<file path="config.mk">
export PLATFORM = sky130hd
export DESIGN_NAME = imm_decode_stage
export DESIGN_NICKNAME = d
export VERILOG_FILES = /design/src/rtl/imm_decode_pkg.sv /design/src/rtl/imm_decode_stage_imm_gen.sv /design/src/rtl/imm_decode_stage.sv
export SDC_FILE = /design/constraint.sdc
export NUM_CORES = 1
export LEC_CHECK = 0
export ABC_AREA = 1
export CAP_MARGIN = 10
export CORE_AREA = 2 2 128 130
export CTS_BUF_LIST = sky130_fd_sc_hd__clkbuf_16
export DETAILED_ROUTE_END_ITERATION = 7
export DIE_AREA = 0 0 130 132
export HOLD_SLACK_MARGIN = 0.1
export PLACE_DENSITY = 0.93
export SLEW_MARGIN = 30
export SYNTH_ARGS = -nofsm -noshare
export SYNTH_HDL_FRONTEND = slang
export SYNTH_SLANG_ARGS = --single-unit
export TNS_END_PERCENT = 5
</file>
<file path="constraint.sdc">
create_clock -name clk -period 4 [get_ports clk]
set_input_delay 0.4 -clock clk [delete_from_list [all_inputs] [get_ports clk]]
set_output_delay 0.4 -clock clk [all_outputs]
set_load 0.01 [all_outputs]
</file>
<file path="src/rtl/imm_decode_pkg.sv">
// Shared types for the immediate/format decode stage: format codes,
// base opcodes and the decoded entry held in the stage registers.
package imm_decode_pkg;

    // Entries are stored at the widest legal XLEN; narrower instances
    // use the low XLEN bits only.
    localparam int unsigned MAX_XLEN = 64;

    typedef enum logic [2:0] {
        FMT_NONE = 3'd0,
        FMT_I    = 3'd1,
        FMT_S    = 3'd2,
        FMT_B    = 3'd3,
        FMT_U    = 3'd4,
        FMT_J    = 3'd5
    } fmt_e;

    localparam logic [6:0] OP_LOAD   = 7'b0000011;
    localparam logic [6:0] OP_OPIMM  = 7'b0010011;
    localparam logic [6:0] OP_JALR   = 7'b1100111;
    localparam logic [6:0] OP_STORE  = 7'b0100011;
    localparam logic [6:0] OP_BRANCH = 7'b1100011;
    localparam logic [6:0] OP_LUI    = 7'b0110111;
    localparam logic [6:0] OP_AUIPC  = 7'b0010111;
    localparam logic [6:0] OP_JAL    = 7'b1101111;

    typedef struct packed {
        logic [MAX_XLEN-1:0] imm;
        logic [4:0]          rd;
        fmt_e                fmt;
        logic [MAX_XLEN-1:0] target;
        logic                illegal;
    } entry_t;

endpackage

</file>
<file path="src/rtl/imm_decode_stage_imm_gen.sv">
// Combinational RISC-V immediate/format decoder: instruction + PC in,
// decoded entry (immediate, rd, format, PC-relative target) out.
module imm_gen
    import imm_decode_pkg::*;
#(
    parameter int unsigned XLEN = 32
) (
    input  logic [31:0]     instr,
    input  logic [XLEN-1:0] pc,
    output entry_t          entry
);

    logic [MAX_XLEN-1:0] imm64;
    logic [XLEN-1:0]     imm_x;
    logic [XLEN-1:0]     target_x;
    logic                use_target;

    // Decode the opcode, build the sign-extended immediate and the target
    always_comb begin
        entry      = '0;
        imm64      = '0;
        use_target = 1'b0;
        if (instr[1:0] != 2'b11) begin
            entry.illegal = 1'b1;
        end else begin
            case (instr[6:0])
                OP_LOAD, OP_OPIMM, OP_JALR: begin
                    entry.fmt = FMT_I;
                    entry.rd  = instr[11:7];
                    imm64     = {{52{instr[31]}}, instr[31:20]};
                end
                OP_STORE: begin
                    entry.fmt = FMT_S;
                    imm64     = {{52{instr[31]}}, instr[31:25], instr[11:7]};
                end
                OP_BRANCH: begin
                    entry.fmt  = FMT_B;
                    imm64      = {{52{instr[31]}}, instr[7], instr[30:25],
                                  instr[11:8], 1'b0};
                    use_target = 1'b1;
                end
                OP_LUI, OP_AUIPC: begin
                    entry.fmt  = FMT_U;
                    entry.rd   = instr[11:7];
                    imm64      = {{32{instr[31]}}, instr[31:12], 12'b0};
                    use_target = (instr[6:0] == OP_AUIPC);
                end
                OP_JAL: begin
                    entry.fmt  = FMT_J;
                    entry.rd   = instr[11:7];
                    imm64      = {{44{instr[31]}}, instr[19:12], instr[20],
                                  instr[30:21], 1'b0};
                    use_target = 1'b1;
                end
                default: entry.illegal = 1'b1;
            endcase
        end
        imm_x        = imm64[XLEN-1:0];
        target_x     = pc + imm_x;
        entry.imm    = imm64;
        entry.target = use_target ? MAX_XLEN'(target_x) : '0;
    end

endmodule

</file>
<file path="src/rtl/imm_decode_stage.sv">
// Registered immediate/format decode stage with a valid/ready handshake
// and a two-entry (main + skid) buffer. Outputs come from main only.
module imm_decode_stage
    import imm_decode_pkg::*;
#(
    parameter int unsigned XLEN = 32
) (
    input  logic            clk,
    input  logic            rst_n,
    input  logic            flush,
    input  logic            in_valid,
    output logic            in_ready,
    input  logic [31:0]     in_instr,
    input  logic [XLEN-1:0] in_pc,
    output logic            out_valid,
    input  logic            out_ready,
    output logic [XLEN-1:0] out_imm,
    output logic [4:0]      out_rd,
    output logic [2:0]      out_fmt,
    output logic [XLEN-1:0] out_target,
    output logic            out_illegal
);

    typedef enum logic [1:0] {
        EMPTY = 2'd0,
        ONE   = 2'd1,
        FULL  = 2'd2
    } state_e;

    state_e state_q, state_d;
    entry_t main_q, main_d;
    entry_t skid_q, skid_d;
    entry_t dec;
    logic   in_xfer;
    logic   out_xfer;
    logic   unused_hi;

    imm_gen #(.XLEN(XLEN)) u_imm_gen (
        .instr (in_instr),
        .pc    (in_pc),
        .entry (dec)
    );

    assign in_ready  = (state_q != FULL);
    assign out_valid = (state_q != EMPTY);
    assign in_xfer   = in_valid && in_ready;
    assign out_xfer  = out_valid && out_ready;

    // Occupancy transitions; flush overrides everything and drops the input
    always_comb begin
        state_d = state_q;
        main_d  = main_q;
        skid_d  = skid_q;
        case (state_q)
            EMPTY: begin
                if (in_xfer) begin
                    main_d  = dec;
                    state_d = ONE;
                end
            end
            ONE: begin
                if (in_xfer && !out_xfer) begin
                    skid_d  = dec;
                    state_d = FULL;
                end else if (out_xfer && !in_xfer) begin
                    state_d = EMPTY;
                end else if (in_xfer && out_xfer) begin
                    main_d  = dec;
                end
            end
            FULL: begin
                if (out_xfer) begin
                    main_d  = skid_q;
                    state_d = ONE;
                end
            end
            default: state_d = EMPTY;
        endcase
        if (flush) begin
            state_d = EMPTY;
        end
    end

    // State and entry registers, cleared asynchronously
    always_ff @(posedge clk or negedge rst_n) begin
        if (!rst_n) begin
            state_q <= EMPTY;
            main_q  <= '0;
            skid_q  <= '0;
        end else begin
            state_q <= state_d;
            main_q  <= main_d;
            skid_q  <= skid_d;
        end
    end

    assign out_imm     = main_q.imm[XLEN-1:0];
    assign out_rd      = main_q.rd;
    assign out_fmt     = main_q.fmt;
    assign out_target  = main_q.target[XLEN-1:0];
    assign out_illegal = main_q.illegal;

    // Upper entry bits are meaningless when XLEN is below MAX_XLEN
    assign unused_hi = ^{main_q.imm, main_q.target};

endmodule

</file>
==> impl_metrics.csv, run 1 <==
group,metric,value,unit
power_and_ir_drop,p_clk_share,41.1,%
hold_path,min_path_type,"flip-flop to flip-flop",
cells_and_area,drive_above_1_share,7.231,%
yosys,synth-seq-cells,148,
cells_and_area,nFillCells,1275,
detailed_routing,drtIter0Drc,978,
cells_and_area,synthToLayoutAreaGrowth,24.71,%
global_routing,grt_pass1_vias,9180,
cells_and_area,multi_input_area,4682,um^2
detailed_routing,vias,9297,
sta,relSlewSlack,42.17,%
clock_network,root_buffer,"clkbuf_16",
hold_path,hold_depth,2,
placement,port_buffers,143,
sta,setup_viol,0,
setup_path,cp.arrival,3950,ps
placement,place_congestion,0.9620,
yosys,synth.top_cell.area_share,40.36,%
yosys,ys_seq_area_share,40.36,%
setup_path,cpMostUsedCell,"nand2_1",
yosys,yosys.area.top_type,"dfrtp_1",
flow_run,drv_cap,0,
yosys,synth_common_cells,"nand2_1, dfrtp_1, inv_1, nor2_1, o21ai_0",
outcome,status,"completed",
detailed_routing,drt-total-wl,29480,um
cells_and_area,fin_area,11440,um^2
floorplanning,die_area,17160,um^2
hold_path,min_to,"out_imm[22]",
setup_path,cp_slowest_stage_delay,460,ps
power_and_ir_drop,power_frac_comb,19.6,%
setup_path,r2r-end,"out_target[19]",
setup_path,crit_type,"input port to flip-flop",
cells_and_area,postLayoutCoreUtil,72.83,%
yosys,synth_nets,1411,
setup_path,r2r_slack,1870,ps
sta,fin_skew,6.074,ps
clock_network,cts_resized,0,
setup_path,path_buf_inv,1,
clock_network,cts_tree,"yes",
detailed_routing,ant_nets,0,
yosys,ys_warn_count,0,
yosys,ys_types,41,
cells_and_area,nets,1541,
floorplanning,start_util,58.40,%
setup_path,path_cells,"clkdlybuf4s50_1, nand2_1, nor3_4, nand2_1, o21ai_2, nor2_4, o21ai_0, ha_1, a21oi_1, nand2_1, nand2_1, nand2_1, nand3_1, nand2_1, nand2_1, nand2_1, nand2_1, nand3_1, nand2_1, nand2_1, nand2_1",
power_and_ir_drop,p_leak,5.903,nW
sta,fin_crit_sh,89.54,%
detailed_routing,drc,0,
power_and_ir_drop,sw_frac_of_total,28.60,%
clock_network,cts_setup_buffers,0,
setup_path,cp.depth,21,
floorplanning,core,15710,um^2
setup_path,setup.worst_path.end_class,"flip-flop",
setup_path,cp_max_fo,8,
sta,fmax,279.2,MHz
yosys,synthCells,1310,
yosys,synth_edf_count,0,
yosys,syn_avg_cell_area,7.005,um^2
power_and_ir_drop,p_per_area,376.9,nW/um^2
clock_network,cts_made_buffers,17,
floorplanning,fp.dieW,130,um
power_and_ir_drop,seqPwrFrac,39.4,%
floorplanning,num_rows,46,
power_and_ir_drop,max-vdd-ir-drop,275.8,uV
sta,fin_setup_tns,0,ps
global_routing,grt.total_usage,35.23,%
placement,placed_area,10790,um^2
yosys,async_reset_ff_share,100.0,%
floorplanning,fp.dieH,132,um
global_routing,grt_pass1_wl,46750,um
floorplanning,ios,144,
setup_path,crit_family,"simple AND/OR/NAND/NOR gates",
setup_path,worstSetupStartpointType,"input port",
detailed_routing,dr.pass1.iters,5,
clock_network,cts.path.max_buffers,2,
global_routing,grt_overflow,0,
yosys,ys_top_cells_by_area,"dfrtp_1, nand2_1, inv_1",
setup_path,rr_startpoint,"state_q[0]",
setup_path,r2r_cells,7,
cells_and_area,diodes,0,
yosys,yosysMostFrequentCell,"nand2_1",
clock_network,cts-htree-levels,4,
power_and_ir_drop,p_sw,1.234,mW
detailed_routing,avgViaCountPerCell,5.574,
sta,hold_viol_final,0,
power_and_ir_drop,internal_power,3.080,mW
sta,worst_slew_pin_slew,867.5,ps
placement,dp_hpwl,21530,um
global_routing,antenna_found_initial,0,
setup_path,cp_slowest_cell,"clkdlybuf4s50_1",
global_routing,grt_max_degree,98,
clock_network,cts_sinks,148,
yosys,ys.flop_type,"dfrtp_1",
sta,drv_slew,0,
sta,rsz0062_at_grt,"false",
yosys,syn_area,9176,um^2
sta,post-route-min-period,3582,ps
clock_network,clk_latency,430,ps
clock_network,clk_pin_slew,60,ps
cells_and_area,register_area,3704,um^2
detailed_routing,wl_per_cell,17.67,um
hold_path,worstHoldStart,"out_imm[22]",
setup_path,critPathRequiredTime,4370,ps
## metal layers
metal  vias up  GRT usage (%)  wire, um  share of wire, %
li1       4430              -         -                 -
met1      4305          45.52     12010                41
met2       468          57.36     13890                47
met3        94          7.711      2441               8.3
met4         0          14.22      1129               3.8
met5         -              0         0                 0
## metrics by stage
stage                     total power [mW]  setup slack (ps)  hold WS [ps]  cells
after floorplan                      2.146              1182         104.4   1310
after global placement               2.524             175.8         459.9   1636
after detailed placement             2.549             56.89         467.2   1636
after CTS                            4.313             500.9         484.2   1668
after global routing                 4.473             165.4         501.7   1668
final                                4.313             418.3         479.8   1668
## area by class of cell
class	count	share of cell area, %
repair buffers	159	13.72
multi-input cells	962	40.91
clock inverters	14	1.848
well taps	216	2.362
inverters	152	5.073
flip-flops and latches	148	32.36
clock buffers	17	3.717
## registers in the layout, summed over array words and instances, names as in the netlist
| name | cells |
|---|---|
| out_fmt | 3 |
| skid_q | 73 |
| out_target | 32 |
| state_q | 2 |
| out_imm | 32 |
| out_rd | 5 |
| out_illegal | 1 |
## cells in the final DEF, fill, tap and decap left out, drive strengths merged, types with 6 or more instances in the layout
| cell type | instances |
|---|---|
| nand2 | 458 |
| inv | 155 |
| nand3 | 58 |
| o21ai | 160 |
| buf | 15 |
| clkbuf | 18 |
| ha | 31 |
| clkdlybuf4s50 | 142 |
| clkinv | 6 |
| nand4 | 7 |
| or2 | 7 |
| nor3 | 13 |
| a21oi | 91 |
| dfrtp | 148 |
| nor2 | 113 |
## worst max-delay path by stage
stage / slack (ps) / startpoint / endpoint
after floorplan: 1180 / in_instr[0] / out_target[14]
after global placement: 180 / in_instr[2] / out_target[27]
after detailed placement: 60 / in_instr[1] / out_target[30]
after CTS: 500 / in_instr[1] / out_target[30]
after global routing: 170 / in_instr[1] / out_target[13]
final: 420 / in_instr[1] / out_target[30]
## worst register-to-register path, stage by stage (launching register included)
cell and delay, ps:
dfrtp_1 450, nor2_4 180, clkinv_1 460, buf_4 490, nor2_1 210, nor2_1 80
nand2_1 100, nand2_1 50
## power by group through the flow
stage | registers [mW] | logic, mW | clock network, mW
floorplan | 1.74 | 0.402 | 0
global placement | 1.72 | 0.808 | 0
detailed placement | 1.72 | 0.828 | 0
CTS | 1.70 | 0.841 | 1.78
global route | 1.71 | 0.929 | 1.84
finish | 1.70 | 0.844 | 1.77
## kinds of logic (layout without fill, tap and decap cells)
group	count (synthesis)	count (layout)	share of synthesized area, %
and+or+nand+nor	661	661	30.12
DFF	148	148	40.36
AOI/OAI and AO/OA	265	265	15.94
buffers and inverters	200	342	8.754
adders and majority gates	32	32	4.445
xor gates and xnor gates	4	4	0.3817
## what timing repair did
item                                    4_1_cts  5_1_grt
endpoints found under the hold margin         3        0
endpoints found under the setup margin        0        0
hold buffers                                  1        0
No activity file was read; power rests on OpenSTA's default activity.
==> inputs of run 2 (changes only) <==
--- a/config.mk
+++ b/config.mk
@@ -7,12 +7,12 @@
 export LEC_CHECK = 0
 export ABC_AREA = 1
 export CAP_MARGIN = 10
-export CORE_AREA = 2 2 128 130
+export CORE_AREA = 2 2 176 178
 export CTS_BUF_LIST = sky130_fd_sc_hd__clkbuf_16
 export DETAILED_ROUTE_END_ITERATION = 7
-export DIE_AREA = 0 0 130 132
+export DIE_AREA = 0 0 178 180
 export HOLD_SLACK_MARGIN = 0.1
-export PLACE_DENSITY = 0.93
+export PLACE_DENSITY = 0.57
 export SLEW_MARGIN = 30
 export SYNTH_ARGS = -nofsm -noshare
 export SYNTH_HDL_FRONTEND = slang
==> run 2 against run 1 <==
Against the previous run:
- combinational power is essentially flat
- global-route usage shrank 15 points
- design area grew 2.4%
- critical endpoint unchanged
- register-to-register slack lost 90 ps
- die area grew 87%
- cell count grew 11%
- largest cell class unchanged
- clock skew grew 8.9 ps
==> impl_metrics.csv, run 2 (synthesis results as in run 1) <==
group,metric,value,unit
placement,place_congestion,0.9437,
clock_network,cts_tree,"yes",
global_routing,grt.total_usage,20.27,%
floorplanning,fp.dieW,178,um
global_routing,grt_pass1_vias,8539,
clock_network,clk_latency,440,ps
clock_network,clk_pin_slew,70,ps
setup_path,worstSetupStartpointType,"input port",
power_and_ir_drop,p_leak,5.926,nW
cells_and_area,nFillCells,3186,
placement,post-place-ws,-107.1,ps
sta,rsz0062_at_grt,"false",
cells_and_area,nets,1547,
hold_path,worstHoldStart,"skid_q[96]",
cells_and_area,largest_register,"skid_q",
global_routing,grt_max_degree,80,
setup_path,cp_slowest_cell,"clkdlybuf4s50_1",
clock_network,cts-htree-levels,4,
setup_path,crit_family,"simple AND/OR/NAND/NOR gates",
sta,fin_crit_sh,92.67,%
setup_path,cp_slowest_stage_delay,640,ps
clock_network,cts_made_buffers,17,
detailed_routing,avgViaCountPerCell,4.790,
sta,fmax,269.8,MHz
cells_and_area,final_cell_mix,"nand2_1, dfrtp_1, clkdlybuf4s50_1",
placement,dp_hpwl,23980,um
sta,fin_skew,14.99,ps
sta,drv_slew,0,
setup_path,crit_type,"input port to flip-flop",
cells_and_area,final_common_cell,"nand2_1",
clock_network,cts_sinks,148,
floorplanning,num_rows,64,
sta,hold_viol_final,0,
power_and_ir_drop,power,4.336,mW
cells_and_area,stdcell_count,1855,
sta,layout_setup_ws,293.1,ps
sta,worst_slew_pin_slew,839.8,ps
hold_path,min_path_type,"flip-flop to flip-flop",
detailed_routing,drt-total-wl,31890,um
floorplanning,core,30190,um^2
outcome,status,"completed",
cells_and_area,drive_above_1_share,7.814,%
placement,port_buffers,143,
setup_path,cp_max_fo,8,
sta,setup_viol,0,
setup_path,path_buf_inv,1,
flow_run,drv_cap,0,
cells_and_area,diodes,0,
global_routing,grt_overflow,0,
setup_path,cp.arrival,4040,ps
power_and_ir_drop,max-vdd-ir-drop,272.1,uV
sta,post-route-min-period,3707,ps
cells_and_area,synthToLayoutAreaGrowth,27.71,%
detailed_routing,dr.pass1.iters,5,
detailed_routing,ant_nets,0,
floorplanning,fp.dieH,180,um
setup_path,rr_startpoint,"state_q[1]",
setup_path,setup.worst_path.end_class,"flip-flop",
global_routing,antenna_found_initial,0,
floorplanning,start_util,30.40,%
detailed_routing,wl_per_cell,17.19,um
setup_path,path_cells,"clkdlybuf4s50_1, nand3_2, o21ai_2, nor2_4, o21ai_0, ha_1, a21oi_1, nand2_1, nand2_1, nand2_1, nand3_1, nand2_1, nand2_1, nand3_1, nand3_1, nand2_1, nand2_1, nand2_1",
cells_and_area,postLayoutCoreUtil,38.82,%
setup_path,critPathRequiredTime,4330,ps
clock_network,root_buffer,"clkbuf_16",
floorplanning,ios,144,
setup_path,cpMostUsedCell,"nand2_1",
detailed_routing,drtIter0Drc,756,
clock_network,cts.path.max_buffers,2,
global_routing,grt_pass1_wl,49470,um
power_and_ir_drop,p_per_area,370.0,nW/um^2
placement,dp.cells,1822,
cells_and_area,largest_register_ffs,73,
detailed_routing,vias,8886,
sta,relSlewSlack,44.02,%
detailed_routing,drc,0,
floorplanning,die_area,32040,um^2
setup_path,timing.critical_path.from,"in_instr[6]",
## run 2: cell types whose count changed in the layout (fill, tap and decap cells not counted), sizes merged
cell	previous run	this run
buf	15	22
bufinv	5	4
inv	155	157
clkinv	6	5
clkbuf	18	17
clkinvlp	0	1
## run 2: worst paths after layout
kind / endpoint / slack, ps / cells after the start
max: out_target[30] / 290 / 18
min: skid_q[96] / 480 / 2
max reg2reg: out_imm[20] / 1780 / 8
min reg2reg: skid_q[96] / 480 / 2
max in group asynchronous: skid_q[92] / 2530 / 3
min in group asynchronous: out_imm[20] / 580 / 2
## run 2: layer usage
layer	wire, um	vias up	track usage, %
met2	14470	253	32.22
met1	15080	4158	28.56
met5	0	-	0
li1	-	4448	-
met3	1838	27	3.532
met4	502	0	4.852
## run 2: worst min-delay path: stages (launching register included)
cell	delay, ps
dfrtp_1	340
nand2_1	50
nand2_1	50
## run 2: cell type report
cell class	instances	area (um^2)	share of cell area, %
Clock inverter	15	219.0	1.868
Multi-Input combinational cell	962	4682	39.95
Sequential cell	148	3704	31.60
Clock buffer	17	425.4	3.630
Tap cell	396	495.5	4.228
Inverter	152	580.6	4.954
Timing Repair Buffer	165	1613	13.76
## run 2: stage by stage
step / TNS, ps / cell area (um^2) / hold WS (ps)
after floorplan: 0 / 9176 / 104.4
after global placement: -204.5 / 11060 / 461.2
after detailed placement: -475.6 / 11060 / 462.3
after CTS: 0 / 11720 / 480.0
after global routing: 0 / 11720 / 500.6
final: 0 / 11720 / 476.8
## run 2: repair_timing
item / in CTS / in global routing
buffers inserted: 0 / 0
resized for setup: 0 / 1
hold buffers: 1 / 0
hold endpoints to repair: 60 / 0
setup endpoints to repair: 0 / 1
## run 2: power by group
part           switching, mW  internal (mW)  total [mW]
logic                  0.491          0.351       0.842
clock network          0.730           1.07        1.80
registers             0.0711           1.63        1.70
